$ cat config.mk
export PLATFORM = sky130hd
export DESIGN_NAME = pipe_addsub_flat
export DESIGN_NICKNAME = d
export VERILOG_FILES = /design/src/rtl/pipe_addsub_if.sv /design/src/rtl/pipe_addsub.sv /design/src/flat_wrapper.sv
export SDC_FILE = /design/constraint.sdc
export NUM_CORES = 1
export LEC_CHECK = 0
export CORE_MARGIN = 2
export CORE_UTILIZATION = 35
export CTS_BUF_LIST = sky130_fd_sc_hd__clkbuf_8
export DETAILED_ROUTE_END_ITERATION = 8
export GPL_TIMING_DRIVEN = 0
export PLACE_DENSITY = 0.58
export RECOVER_POWER = 50
export SETUP_SLACK_MARGIN = 0.02
export SYNTH_ARGS = -nofsm -noshare
export SYNTH_HDL_FRONTEND = slang
export SYNTH_SLANG_ARGS = --single-unit
$ cat constraint.sdc
create_clock -name clk -period 2.9 [get_ports clk]
set_input_delay 0.435 -clock clk [delete_from_list [all_inputs] [get_ports clk]]
set_output_delay 0.435 -clock clk [all_outputs]
set_load 0.02 [all_outputs]
$ cat src/rtl/pipe_addsub_if.sv
// Operand/result handshake bundle for pipe_addsub.
// The producer/consumer side uses master; the adder itself uses slave.
interface pipe_addsub_if #(
    parameter int unsigned N     = 32,
    parameter int unsigned TAG_W = 4
) ();
    logic             in_valid;
    logic             in_ready;
    logic [N-1:0]     termA;
    logic [N-1:0]     termB;
    logic             sub;
    logic [TAG_W-1:0] in_tag;
    logic             out_valid;
    logic             out_ready;
    logic [N-1:0]     sum;
    logic             carry;
    logic             overflow;
    logic [TAG_W-1:0] out_tag;

    modport master (
        output in_valid, termA, termB, sub, in_tag, out_ready,
        input  in_ready, out_valid, sum, carry, overflow, out_tag
    );

    modport slave (
        input  in_valid, termA, termB, sub, in_tag, out_ready,
        output in_ready, out_valid, sum, carry, overflow, out_tag
    );
endinterface

$ cat src/rtl/pipe_addsub.sv
// Pipelined adder/subtractor: the N-bit carry chain is cut into STAGES
// registered slices of W = N/STAGES bits, with a global valid/ready stall.
// Each stage register holds the operation *entering* that stage: the
// operand slices still to be added, the carry into its slice, the sum
// slices already produced, the tag and a valid bit. The slice adder sits
// after the register, so the last stage's adder drives the outputs.
module pipe_addsub #(
    parameter int unsigned N      = 32,
    parameter int unsigned STAGES = 4,
    parameter int unsigned TAG_W  = 4
) (
    input  logic         clk,
    input  logic         rst,
    pipe_addsub_if.slave bus
);
    localparam int unsigned W    = N / STAGES;
    localparam int unsigned LAST = STAGES - 1;

    if (STAGES < 1 || STAGES > N || (N % STAGES) != 0) begin : g_bad_cfg
        $error("pipe_addsub: STAGES must lie in 1..N and divide N");
    end

    // Every stage moves together; a held result freezes the whole pipe.
    logic adv;
    assign adv         = !bus.out_valid || bus.out_ready;
    assign bus.in_ready = adv;

    for (genvar k = 0; k < STAGES; k++) begin : g_stage
        // Operand bits still unconsumed on entry to stage k: slices k..STAGES-1.
        localparam int unsigned RW = N - k * W;

        logic [RW-1:0]    a_r;
        logic [RW-1:0]    b_r;
        logic             c_r;
        logic             v_r;
        logic [N-1:0]     s_r;
        logic [TAG_W-1:0] t_r;
        logic [W:0]       slice;
        logic [N-1:0]     s_nxt;

        // Slice k of A + B' + carry-in; slice k of s_r is always zero, so OR inserts it.
        always_comb begin
            slice = {1'b0, a_r[W-1:0]} + {1'b0, b_r[W-1:0]} + {{W{1'b0}}, c_r};
            s_nxt = s_r | (N'(slice[W-1:0]) << (k * W));
        end

        if (k == 0) begin : g_load
            // Capture a new operation; subtraction inverts B and seeds carry-in with 1.
            always_ff @(posedge clk) begin
                if (rst) begin
                    v_r <= 1'b0;
                    a_r <= '0;
                    b_r <= '0;
                    c_r <= 1'b0;
                    s_r <= '0;
                    t_r <= '0;
                end else if (adv) begin
                    v_r <= bus.in_valid;
                    a_r <= bus.termA;
                    b_r <= bus.sub ? ~bus.termB : bus.termB;
                    c_r <= bus.sub;
                    s_r <= '0;
                    t_r <= bus.in_tag;
                end
            end
        end else begin : g_shift
            // Take the previous stage's carry-out, partial sum and remaining operand slices.
            always_ff @(posedge clk) begin
                if (rst) begin
                    v_r <= 1'b0;
                    a_r <= '0;
                    b_r <= '0;
                    c_r <= 1'b0;
                    s_r <= '0;
                    t_r <= '0;
                end else if (adv) begin
                    v_r <= g_stage[k-1].v_r;
                    a_r <= g_stage[k-1].a_r[N - (k - 1) * W - 1 : W];
                    b_r <= g_stage[k-1].b_r[N - (k - 1) * W - 1 : W];
                    c_r <= g_stage[k-1].slice[W];
                    s_r <= g_stage[k-1].s_nxt;
                    t_r <= g_stage[k-1].t_r;
                end
            end
        end
    end

    assign bus.out_valid = g_stage[LAST].v_r;
    assign bus.sum       = g_stage[LAST].s_nxt;
    assign bus.carry     = g_stage[LAST].slice[W];
    assign bus.out_tag   = g_stage[LAST].t_r;
    assign bus.overflow  = (g_stage[LAST].a_r[W-1] == g_stage[LAST].b_r[W-1]) &&
                           (g_stage[LAST].slice[W-1] != g_stage[LAST].a_r[W-1]);
endmodule

$ cat src/flat_wrapper.sv
// flat-port wrapper written by rule: the top's interface ports become plain ports
module pipe_addsub_flat 
#(
    parameter int unsigned N      = 32,
    parameter int unsigned STAGES = 4,
    parameter int unsigned TAG_W  = 4
)
  (clk, rst, bus_in_valid, bus_termA, bus_termB, bus_sub, bus_in_tag, bus_out_ready, bus_in_ready, bus_out_valid, bus_sum, bus_carry, bus_overflow, bus_out_tag);
  pipe_addsub_if #(.N(N), .TAG_W(TAG_W)) bus_i ();
  input  logic clk;
  input  logic rst;
  input wire logic [$bits(bus_i.in_valid)-1:0] bus_in_valid;
  input wire logic [$bits(bus_i.termA)-1:0] bus_termA;
  input wire logic [$bits(bus_i.termB)-1:0] bus_termB;
  input wire logic [$bits(bus_i.sub)-1:0] bus_sub;
  input wire logic [$bits(bus_i.in_tag)-1:0] bus_in_tag;
  input wire logic [$bits(bus_i.out_ready)-1:0] bus_out_ready;
  output wire logic [$bits(bus_i.in_ready)-1:0] bus_in_ready;
  output wire logic [$bits(bus_i.out_valid)-1:0] bus_out_valid;
  output wire logic [$bits(bus_i.sum)-1:0] bus_sum;
  output wire logic [$bits(bus_i.carry)-1:0] bus_carry;
  output wire logic [$bits(bus_i.overflow)-1:0] bus_overflow;
  output wire logic [$bits(bus_i.out_tag)-1:0] bus_out_tag;
  assign bus_i.in_valid = bus_in_valid;
  assign bus_i.termA = bus_termA;
  assign bus_i.termB = bus_termB;
  assign bus_i.sub = bus_sub;
  assign bus_i.in_tag = bus_in_tag;
  assign bus_i.out_ready = bus_out_ready;
  assign bus_in_ready = bus_i.in_ready;
  assign bus_out_valid = bus_i.out_valid;
  assign bus_sum = bus_i.sum;
  assign bus_carry = bus_i.carry;
  assign bus_overflow = bus_i.overflow;
  assign bus_out_tag = bus_i.out_tag;
  pipe_addsub #(.N(N), .STAGES(STAGES), .TAG_W(TAG_W)) u_core (.clk(clk), .rst(rst), .bus(bus_i));
endmodule
==> key figures <==
Setup path
  • Slowest CP cell: fa_2
  • R2R Path End: u_core.g_stage[3].s_r[13]$_SDFFE_PP0P_
  • CP max FO: 3
  • Crit path kind: reg2out
  • Crit path launch: u_core.g_stage[3].c_r$_SDFFE_PP0P_
  • Setup slack, reg-to-reg: 0.36 ns
  • Critical path arrival: 2.43 ns
  • Worst R2R Start: u_core.bus.out_valid$_SDFFE_PP0P_
  • Reg2Reg Depth: 6
  • Crit path capture: bus_sum[30]
  • Cells along the critical path: fa_2, inv_2, fa_2, nor2b_2, o21ai_1, nand2b_1, a311oi_2, xnor2_1, buf_4
  • Levels on crit path: 9
  • Crit path capture type: output pin
  • Crit-path most repeated cell: fa_2
  • CP Buf/Inv Count: 2
  • Crit path required time: 2.47 ns
  • Startpoint class of the critical path: flop
  • Slowest stage delay, CP: 0.41 ns
  • CP delay by family, top: adder cells

Timing
  • Setup TNS: 0 ns
  • Clock Skews: 0.0224 ns
  • RSZ-0062 raised after global routing: true
  • Minimum clock period: 2.86 ns
  • Final setup vio count: 0
  • Slew HR: 0.423
  • Final cycle utilization of the critical path: 0.988
  • Hold Vio Cnt, Final: 0
  • Final worst slack: 0.0350 ns
  • Slew Viols, Final: 0
  • Worst-Margin Slew: 0.866 ns
  • Maximum clock frequency: 349 MHz

Finish
  • Area Growth Syn to Fin: 24.3%
  • Most common cell after layout, fill and taps aside: nand2_1
  • ANT cells: 0
  • FILL cells: 2770
  • Layout Nets: 1418
  • Layout cell share with drive strength beyond 1: 0.0779
  • Post-Layout Inst Area: 11800 um^2
  • Most frequent cells in the layout: nand2_1, dfxtp_1, a21oi_1, clkdlybuf4s50_1, nor2_1

Synth
  • YS warnings: 0
  • Post-synth EDFFs: 0
  • Synth top area cells: dfxtp_1, nand2_1, a21oi_1
  • Synthesized flop and latch total: 232
  • Post-synthesis async set-or-reset flop share: 0
  • Main synth FF type: dfxtp_1
  • Yosys cell types: 42
  • Post-Synthesis Cell Area: 9470 um^2
  • Post-synth top area share: 0.490
  • Gate Count Post-Synth: 1155
  • Seq/Total Area, Yosys: 0.490
  • Synth area leader: dfxtp_1
  • Post-synthesis net count: 1264
  • Syn avg cell area: 8.20 um^2

Floorplanning
  • Die W: 169 um
  • Die Area: 28400 um^2
  • I/O pin count: 113
  • Std-Cell Rows: 60
  • Starting Density: 0.354
  • Height of the die: 169 um
  • Core footprint: 26700 um^2

Drt
  • Drt drc: 0
  • Routed len/inst: 15.8 um
  • Initial DRC Count: 389
  • Via count: 8215
  • Detail Route Antenna Nets: 0
  • TritonRoute pass-1 iters: 4
  • Vias per Instance: 4.90
  • Final WL: 26.4 mm

Placed design
  • Post-DP HPWL: 19.7 mm
  • Port buffer count: 111
  • Placed cell area: 11000 um^2
  • Place WS: -0.102 ns
  • GPL Wtd Cong: 0.862

GRT
  • GRT Total Usage: 0.186
  • Vias in the first global route: 7926
  • Initial antenna violation count: 0
  • First-pass GRT wire length: 41.5 mm
  • GRT overflow: 0
  • Pin count of the biggest net entering global routing: 20

Power and ir drop
  • Worst vdd ir: 0.312 mV
  • Pwr Density: 585 nW/um^2
  • Leakage: 4.63 nW

CTS
  • Clock tree from TritonCTS: built
  • Cts bufs inserted: 39
  • Root Driver: clkbuf_8
  • Worst-path clk slew: 0.06 ns
  • Clock Sinks: 232
  • H-Tree Level Count: 2
  • Skew-Pair Late Insertion Delay: 0.53 ns
  • Clock buffer depth: 3

Status
  • Status: finished clean

Job
  • MaxCap Viol Count: 0

Min path
  • Tightest Hold Check Type: in2reg
-- registers in the layout, indices dropped and copies added (netlist names) --
signal / cells
u_core.g_stage.t_r: 12
u_core.g_stage.a_r: 80
u_core.g_stage.c_r: 4
u_core.g_stage.v_r: 3
u_core.bus.out_tag: 4
u_core.g_stage.b_r: 80
u_core.g_stage.s_r: 48
u_core.bus.out_valid: 1
-- metal layers --
layer | wire (um) | track usage | share of wire | vias up
met3 | 1430 | 0.0414 | 0.054 | 53
met1 | 12100 | 0.240 | 0.46 | 3777
li1 | - | - | - | 4196
met5 | 0 | 0 | 0 | -
met4 | 758 | 0.0645 | 0.029 | 0
met2 | 12100 | 0.308 | 0.46 | 189
-- power breakdown --
| group | internal, mW | total [mW] | switching, mW |
|---|---|---|---|
| Clock | 1.51 | 2.78 | 1.26 |
| Sequential | 3.36 | 3.47 | 0.108 |
| Combinational | 0.306 | 0.647 | 0.341 |
-- worst register-to-register path, delay by kind of cell (launching register included) --
kind,cells,cell delay (ns)
AOI/OAI and AO/OA,1,0.15
DFF,1,0.35
buffers and inverters,3,1.48
and+or+nand+nor,2,0.48
-- cell type report --
| class | count | area (um^2) | area share |
|---|---|---|---|
| repair buffers | 114 | 1130 | 0.0957 |
| clock inverters | 18 | 77.6 | 0.00659 |
| plain buffers | 81 | 339 | 0.0288 |
| clock buffers | 49 | 674 | 0.0573 |
| well taps | 341 | 427 | 0.0362 |
| flip-flops and latches | 232 | 4650 | 0.395 |
| multi-input cells | 832 | 4450 | 0.378 |
| inverters | 9 | 33.8 | 0.00287 |
-- repair_timing --
action	in CTS	in global routing
gates resized for setup	22	12
buffers inserted	2	1
setup endpoints to repair	10	7
pin swaps	3	6
hold buffers	0	0
-- Yosys cell counts (4+ instances only) --
cell type,number
o21a_1,4
inv_1,8
clkbuf_1,25
nand2_1,363
xnor2_1,38
ha_1,28
nand3_1,9
o22ai_1,6
a21oi_1,198
buf_1,15
a21o_1,6
nor4b_1,6
nor2_1,54
buf_4,10
or4_1,4
dfxtp_1,232
o21ai_0,15
buf_2,32
xor2_1,5
a31oi_1,4
or3_1,5
a211oi_1,47
fa_1,8
-- worst min path at each step --
stage	from	to	slack [ns]	depth (start not counted)
2_1_floorplan	u_core.g_stage[1].s_r[7]$_SDFFE_PP0P_	u_core.g_stage[2].s_r[7]$_SDFFE_PP0P_	0.43	2
3_3_place_gp	u_core.bus.out_tag[1]$_SDFFE_PP0P_	u_core.bus.out_tag[1]$_SDFFE_PP0P_	0.44	2
3_5_place_dp	u_core.g_stage[0].a_r[15]$_SDFFE_PP0P_	u_core.g_stage[0].a_r[15]$_SDFFE_PP0P_	0.44	2
4_1_cts	bus_sub	u_core.g_stage[0].b_r[0]$_SDFFE_PP0P_	0.35	3
5_1_grt	bus_sub	u_core.g_stage[0].b_r[31]$_SDFFE_PP0P_	0.38	3
6_report	bus_sub	u_core.g_stage[0].b_r[31]$_SDFFE_PP0P_	0.37	3
-- logic make-up after synthesis --
| kind of cell | count (synthesis) | synth area share |
|---|---|---|
| simple gates | 462 | 0.197 |
| compound gates | 291 | 0.175 |
| flops | 232 | 0.490 |
| buf+inv | 91 | 0.0442 |
| xor+xnor | 43 | 0.0398 |
| fa+ha+maj | 36 | 0.0539 |
-- through the flow --
stage | power, mW | hold WS [ns] | cells | utilization
finish | 6.89 | 0.371 | 1676 | 0.441
global route | 7.21 | 0.384 | 1676 | 0.441
CTS | 6.98 | 0.350 | 1675 | 0.441
detailed placement | 4.19 | 0.443 | 1607 | 0.412
global placement | 4.18 | 0.439 | 1607 | 0.412
floorplan | 3.89 | 0.432 | 1155 | -
Note: power is estimated with default switching activity, not from simulation.
